## config.mk

```make
export PLATFORM = sky130hd
export DESIGN_NAME = bin2bcd_param
export DESIGN_NICKNAME = d
export VERILOG_FILES = /design/src/rtl/bin2bcd_param.sv
export SDC_FILE = /design/constraint.sdc
export NUM_CORES = 1
export LEC_CHECK = 0
export BUFFER_PORTS_ARGS = -buffer_cell sky130_fd_sc_hd__buf_4
export CAP_MARGIN = 10
export CELL_PAD_IN_SITES_DETAIL_PLACEMENT = 1
export CELL_PAD_IN_SITES_GLOBAL_PLACEMENT = 2
export CORE_UTILIZATION = 40
export CTS_CLUSTER_SIZE = 16
export DETAILED_ROUTE_END_ITERATION = 7
export PLACE_DENSITY_LB_ADDON = 0.25
export SETUP_SLACK_MARGIN = 0.2
export SYNTH_ARGS = -nofsm -noshare
export SYNTH_HDL_FRONTEND = slang
export SYNTH_SLANG_ARGS = --single-unit
```

## constraint.sdc

```tcl
create_clock -name clk -period 4 [get_ports clk]
set_input_delay 0.8 -clock clk [delete_from_list [all_inputs] [get_ports clk]]
set_output_delay 0.8 -clock clk [all_outputs]
set_load 0.03 [all_outputs]
```

## src/rtl/bin2bcd_param.sv

```systemverilog
// bin2bcd_param: sequential binary-to-BCD converter (shift-and-add-3),
// one input bit per clock, with overflow detection and an optional
// post-conversion HOLD period.
//
// Build option: define BIN2BCD_SIGNED_EN to treat bin as two's complement.
// The magnitude is then converted and the sign is reported on neg.
// Without the macro, bin is unsigned and neg stays 0.
module bin2bcd_param #(
  parameter int BIN_W       = 15,
  parameter int DIGITS      = 5,
  parameter int HOLD_CYCLES = 0
) (
  input  logic                  clk,
  input  logic                  reset_n,
  input  logic                  start,
  input  logic [BIN_W-1:0]      bin,
  output logic                  ready,
  output logic                  busy,
  output logic                  done_tick,
  output logic [4*DIGITS-1:0]   bcd,
  output logic                  overflow,
  output logic                  neg
);

  localparam int BCD_W  = 4 * DIGITS;
  localparam int CNT_W  = (BIN_W > 1) ? $clog2(BIN_W) : 1;
  localparam int HOLD_W = (HOLD_CYCLES > 0) ? (($clog2(HOLD_CYCLES + 1) > 0) ? $clog2(HOLD_CYCLES + 1) : 1) : 1;

  localparam logic [CNT_W-1:0]  CNT_INIT  = CNT_W'(BIN_W - 1);
  localparam logic [HOLD_W-1:0] HOLD_LAST = (HOLD_CYCLES > 0) ? HOLD_W'(HOLD_CYCLES - 1) : '0;

  typedef enum logic [1:0] {
    IDLE = 2'd0,
    OP   = 2'd1,
    DONE = 2'd2,
    HOLD = 2'd3
  } state_t;

  state_t             state;
  logic [BIN_W-1:0]   shreg;
  logic [BCD_W-1:0]   digits;
  logic               ovf_work;
  logic               sign_work;
  logic [CNT_W-1:0]   bit_cnt;
  logic [HOLD_W-1:0]  hold_cnt;

  logic [BCD_W-1:0]   digits_adj;
  logic [BCD_W-1:0]   digits_next;
  logic [BIN_W-1:0]   shreg_next;
  logic               carry_out;
  logic [BIN_W-1:0]   mag;
  logic               sign_in;

  // Each BCD digit above 4 gets +3 so that the following doubling carries
  // correctly into the next digit; the add is 4-bit with no inter-digit carry.
  function automatic logic [BCD_W-1:0] add3_digits(input logic [BCD_W-1:0] d);
    logic [BCD_W-1:0] r;
    r = d;
    for (int k = 0; k < DIGITS; k++) begin
      if (d[4*k +: 4] > 4'd4) begin
        r[4*k +: 4] = d[4*k +: 4] + 4'd3;
      end
    end
    return r;
  endfunction

  // One double-dabble step: adjust digits, then shift {digits, shreg} left.
  // The bit leaving the top digit is the overflow carry.
  always_comb begin
    digits_adj = add3_digits(digits);
    {carry_out, digits_next, shreg_next} = {digits_adj, shreg, 1'b0};
  end

  // Operand conditioning at the accepting edge.
`ifdef BIN2BCD_SIGNED_EN
  // Two's complement input: convert the magnitude. The most negative value
  // negates to itself, which read as unsigned is exactly its magnitude.
  always_comb begin
    sign_in = bin[BIN_W-1];
    mag     = sign_in ? ((~bin) + BIN_W'(1)) : bin;
  end
`else
  // Unsigned input: the operand is used as-is and the sign is always 0.
  always_comb begin
    sign_in = 1'b0;
    mag     = bin;
  end
`endif

  // Control FSM with the working datapath and registered outputs.
  always_ff @(posedge clk or negedge reset_n) begin
    if (!reset_n) begin
      state     <= IDLE;
      ready     <= 1'b1;
      busy      <= 1'b0;
      done_tick <= 1'b0;
      bcd       <= '0;
      overflow  <= 1'b0;
      neg       <= 1'b0;
      shreg     <= '0;
      digits    <= '0;
      ovf_work  <= 1'b0;
      sign_work <= 1'b0;
      bit_cnt   <= '0;
      hold_cnt  <= '0;
    end else begin
      done_tick <= 1'b0;
      case (state)
        IDLE: begin
          if (start) begin
            shreg     <= mag;
            sign_work <= sign_in;
            digits    <= '0;
            ovf_work  <= 1'b0;
            bit_cnt   <= CNT_INIT;
            state     <= OP;
            ready     <= 1'b0;
            busy      <= 1'b1;
          end
        end
        OP: begin
          digits   <= digits_next;
          shreg    <= shreg_next;
          ovf_work <= ovf_work | carry_out;
          bit_cnt  <= bit_cnt - 1'b1;
          if (bit_cnt == '0) begin
            // Last bit shifted: publish the result together with done_tick.
            state     <= DONE;
            done_tick <= 1'b1;
            bcd       <= digits_next;
            overflow  <= ovf_work | carry_out;
            neg       <= sign_work;
          end
        end
        DONE: begin
          if (HOLD_CYCLES > 0) begin
            state    <= HOLD;
            hold_cnt <= '0;
          end else begin
            state <= IDLE;
            ready <= 1'b1;
            busy  <= 1'b0;
          end
        end
        HOLD: begin
          if (hold_cnt == HOLD_LAST) begin
            state <= IDLE;
            ready <= 1'b1;
            busy  <= 1'b0;
          end else begin
            hold_cnt <= hold_cnt + 1'b1;
          end
        end
        default: begin
          state <= IDLE;
          ready <= 1'b1;
          busy  <= 1'b0;
        end
      endcase
    end
  end

endmodule

```

---- Word level (Yosys, flattened, before mapping) ----
Cells that the tools add are included.
operators by class
  add/subtract/negate cells ............... 7
  $mul .................................... 0
  div/mod/pow operators ................... 0
  $lt $le $gt $ge ......................... 5
  eq/ne operators ......................... 6
  shifts and indexed selects .............. 0
  mux-type cells .......................... 25
  bitwise gates (word level) .............. 1
  reduce and logical (&&, ||, !) cells .... 8
operators with widths
  cell                                                            count
  one-hot mux 20 bit (2 select lines)                             1
  one-hot mux 15 bit (2 select lines)                             1
  2-to-1 mux 4 bit                                                6
  adder 4 x 2 -> 4 bit (second input constant)                    5
  greater-than comparator 4 x 3 -> 1 bit (second input constant)  5
  2-to-1 mux 20 bit                                               1
  2-to-1 mux 15 bit                                               1
  one-hot mux 2 bit (4 select lines)                              1
  one-hot mux 4 bit (2 select lines)                              1
  2-to-1 mux 1 bit                                                7
  2-to-1 mux 2 bit                                                3
  inequality test 2 bit (second input constant)                   3
  one-hot mux 1 bit (3 select lines)                              2
  AND reduction 3 bit                                             2
  equality test 2 bit (second input constant)                     2
  zero test 4 bit                                                 1
  AND reduction 2 bit                                             2
  subtractor 4 x 1 -> 4 bit (second input constant)               1
  nonzero test 3 bit                                              1
  equality test 2 x 1 -> 1 bit (second input constant)            1
  zero test 2 bit                                                 1
  one-hot mux 1 bit (2 select lines)                              1
  nonzero test 2 bit                                              1
  adder 1 bit (second input constant)                             1
  bitwise OR 1 bit                                                1
word-level totals
  register bits ........................... 67
  latch bits .............................. 0
  memory bits (writable) .................. 0
  bits in read-only memories .............. 0
  input port bits ......................... 18
  output and inout bits ................... 25
  word-level logic and storage cells ...... 63
  memories kept ........................... 0

---- Depth between registers and ports, before layout ----
  word-level depth ........................ 4
  gate-level depth with buffers ........... 7
  depth with buffers taken out ............ 6

---- Least setup slack after synthesis ----
OpenSTA, ideal clock, no wires.
  path type ............................... input-to-reg
  start point ............................. input start
  end point ............................... register shreg[10]
  library setup time ...................... 0.134 ns
  arrival time ............................ 1.512 ns
  data required time ...................... 3.866 ns
  path slack .............................. 2.354 ns
  stages .................................. 5
  buffers on the path ..................... 2
  path through ............................ buf_2 and2b_1 buf_2 a21oi_1 o21ai_0
between the ends
  cells in the longest elaborated chain, start to end .. 2
ends and longest elaborated chain
  item                             RTL line  source
  start, declared                  15        input logic start,
  inequality test 2 bit (no line)  -
  AND reduction 2 bit (no line)    -
  end signal, assigned             111       shreg <= mag;
  end signal, assigned             123       shreg <= shreg_next;
  end, declared                    40        logic [BIN_W-1:0] shreg;
No other way between the ends.
A chain may end at the register's enable or synchronous reset.

---- Final worst setup path ----
  start point ............................. register state[1]
  end point ............................... register bcd[12]
between the ends
  cells in the longest elaborated chain, start to end .. 2
ends and longest elaborated chain
  item                           RTL line  source
  start, declared                39        state_t state;
  start signal, assigned         93        state <= IDLE;
  start signal, assigned         116       state <= OP;
  start signal, assigned         128       state <= DONE;
  equality test 2 x 1 -> 1 bit   108       case (state)
  AND reduction 2 bit (no line)  -
  end signal, assigned           130       bcd <= digits_next;
  end, declared                  20        output logic [4*DIGITS-1:0] bcd,
No other way between the ends.

==> run metrics <==
Arr. time, crit path=2.46 ns; pwr dens=869 nW/um2; DP HPWL=5150 um; Fillers=933; Starting DRT DRC Count=99; top cells by area, synth=dfrtp_1 48%, o21ai_0 5.6%, nor2b_1 4.4%, a21oi_1 4.1%, ha_1 4.0%; Layout area overhead=14.5%; drt drc=0; post-synth cell types=38; hold_buf cts=0; Finished Core Util=47.4%; fin area=3890 um2; max frequency=454 MHz; RSZ-0062 raised after global routing=false; Final Slew Violations=0; # IOs=43; Worst-Skew Late Latency=0.34 ns; most common cell after layout, fill and taps aside=dfrtp_1; worst min path class=reg2reg; vias in the first global route=2,730; share of cells above drive strength 1=20.3%; critical path type=reg2reg; Final Skew=0.00669 ns; synth warn=0; final WL=8130 um; Most used DFF post-synth=dfrtp_1; diodes inserted=0; Reg area=1650 um2; Initial Utilization=41.4%; core box area=8220 um2; largest net degree at the start of global routing=67; GP Congestion=0.747; Synth Area in Compound Gates=28.1%; synthesized-area fraction occupied by adder cells=4.05%; setup TNS=0 ns; Die Width=94.2 um; critical-path cell list=nand2b_1 > buf_4 > o21ai_0 > o21ai_0; Synth Area in Simple Gates=10.2%; #FFs+latches synth=66; antenna violations before repair=0; Setup crit end kind=flop; multi-input logic area=1520 um2; post-DR wirelength/cell=16.9 um; ys async rst share=100%; total power=3380 uW; Final setup viols=0; placed inst area=3720 um2; IO buf count=41; outcome=finished clean; max-slew headroom at the worst pin=31.9%; sequential share of the synthesized area=48.6%; Least-Margin Pin Slew=1.02 ns; Final nets=399; Synth top area share=47.8%; Max stage delay cell, worst path=dfrtp_1; most frequent CP cell=o21ai_0; first-pass GRT wire length=14,000 um; First-pass DRT Iterations=4; vias per cell=5.56; CTS HTree Levels=3; clock transition at the registers of the reported paths=0.07 ns; Synth Area in XOR/XNOR=0%; vias post-DR=2,671; Root Buffer=clkbuf_8; Overall Global Routing Usage=20.8%; # resized after CTS=0; clock sink count=66; main combinational cell family by area after synthesis=compound AO/OA/AOI/OAI gates; die area=8880 um2; area of the mapped netlist=3400 um2; total CTS buffers=9; Min Hold Slack=0.510 ns; CTS Buffer Depth=2; total leakage power=0.00173 uW; Hold Fails Final Rpt=0; CP required=4.26 ns; Overflow after GRT=0; mux share of post-synthesis cell area=2.10%; mean post-synth cell area=10.0 um2; Worst Setup Start Kind=flop; CTS tree=built; max cap viols=0; most frequent cells in the layout=65 x dfrtp_1, 43 x buf_4, 38 x o21ai_0, 28 x a21oi_1, 24 x inv_1; number of flops mapped to enable cells by yosys=0; Synth Instances=340; Rows=33; setup bufs post-CTS=0; CP max FO=28; crit share post-route=55.0%; Die Y=94.2 um; Syn Nets=369; Worst VDD drop=0.300 mV; largest area contributor in the netlist=dfrtp_1; Final Critical Period=2.20 ns; slowest stage delay, CP=0.82 ns; post-route ant nets=0
==> cell families after synthesis <==
group	count (synthesis)
AO/OA/AOI/OAI	145
adder cells (fa/ha/maj)	11
buffers and inverters	48
flip-flops	66
multiplexers	7
other	1
AND/OR/NAND/NOR	62
==> synth_stat cells (2+ instances only) <==
cell,n
ha_1,11
inv_1,24
mux2i_1,6
nand2b_1,3
a211oi_1,2
nand2_1,9
buf_6,3
dfrtp_1,65
a31oi_1,4
o21a_1,11
nor3_1,12
o31ai_2,5
o22ai_1,7
buf_2,8
clkbuf_1,8
o21ai_2,10
o32ai_1,9
o21ai_0,38
buf_1,3
a21oi_1,28
a22oi_1,15
nor2b_1,24
o31ai_1,10
nor2_1,10
o21ai_1,2
==> per-stage QoR <==
| stage | cells | worst slack, ns |
|---|---|---|
| floorplan | 340 | 2.35 |
| global placement | 464 | 1.77 |
| detailed placement | 464 | 1.77 |
| CTS | 480 | 1.75 |
| global route | 480 | 1.57 |
| finish | 480 | 1.80 |
==> worst max-delay path: cells and delay by family (launching register included) <==
family	cells	cell delay, ns
AO/OA/AOI/OAI	2	0.28
buffers and inverters	1	0.43
flip-flops	1	0.82
AND/OR/NAND/NOR	1	0.57
==> worst paths after layout <==
path / to / startpoint / cells past startpoint / slack (ns)
setup / recovery: bcd[12]$_DFFE_PN0P_ / state[1]$_DFFE_PN0P_ / 4 / 1.80
hold / removal: bcd[19]$_DFFE_PN0P_ / bcd[19]$_DFFE_PN0P_ / 2 / 0.51
setup reg to reg: bcd[12]$_DFFE_PN0P_ / state[1]$_DFFE_PN0P_ / 4 / 1.80
hold reg to reg: bcd[19]$_DFFE_PN0P_ / bcd[19]$_DFFE_PN0P_ / 2 / 0.51
max in group asynchronous: bit_cnt[0]$_DFFE_PN0P_ / reset_n / 1 / 2.87
min in group asynchronous: bcd[15]$_DFFE_PN0P_ / reset_n / 1 / 0.57
==> sequential cells by signal (all words and copies together) (netlist names) <==
signal and flops:
bit_cnt 4, bcd 20, overflow 1, busy 1
ovf_work 1, digits 20, state 2, shreg 15
ready 1, done_tick 1
==> final cells by class <==
class	count	share of cell area [%]
Clock inverter	3	1.03
Tap cell	105	3.37
Timing Repair Buffer	43	8.29
Sequential cell	66	42.4
Inverter	24	2.31
Clock buffer	13	3.57
Multi-Input combinational cell	226	39.0
==> power by group <==
part           internal, uW  total (uW)  switching (uW)
clock network           287         543             256
registers               960        1240             279
logic                   650        1600             951
total                  1900        3380            1490
==> metal layers <==
| metal | vias to the layer above | GRT usage (%) | wire [um] |
|---|---|---|---|
| met2 | 41 | 33.2 | 3830 |
| met3 | 7 | 3.88 | 305 |
| met1 | 1338 | 28.5 | 3910 |
| li1 | 1285 | - | - |
| met4 | 0 | 6.15 | 86 |
| met5 | - | 0 | 0 |
(Power assumes the default switching activity.)
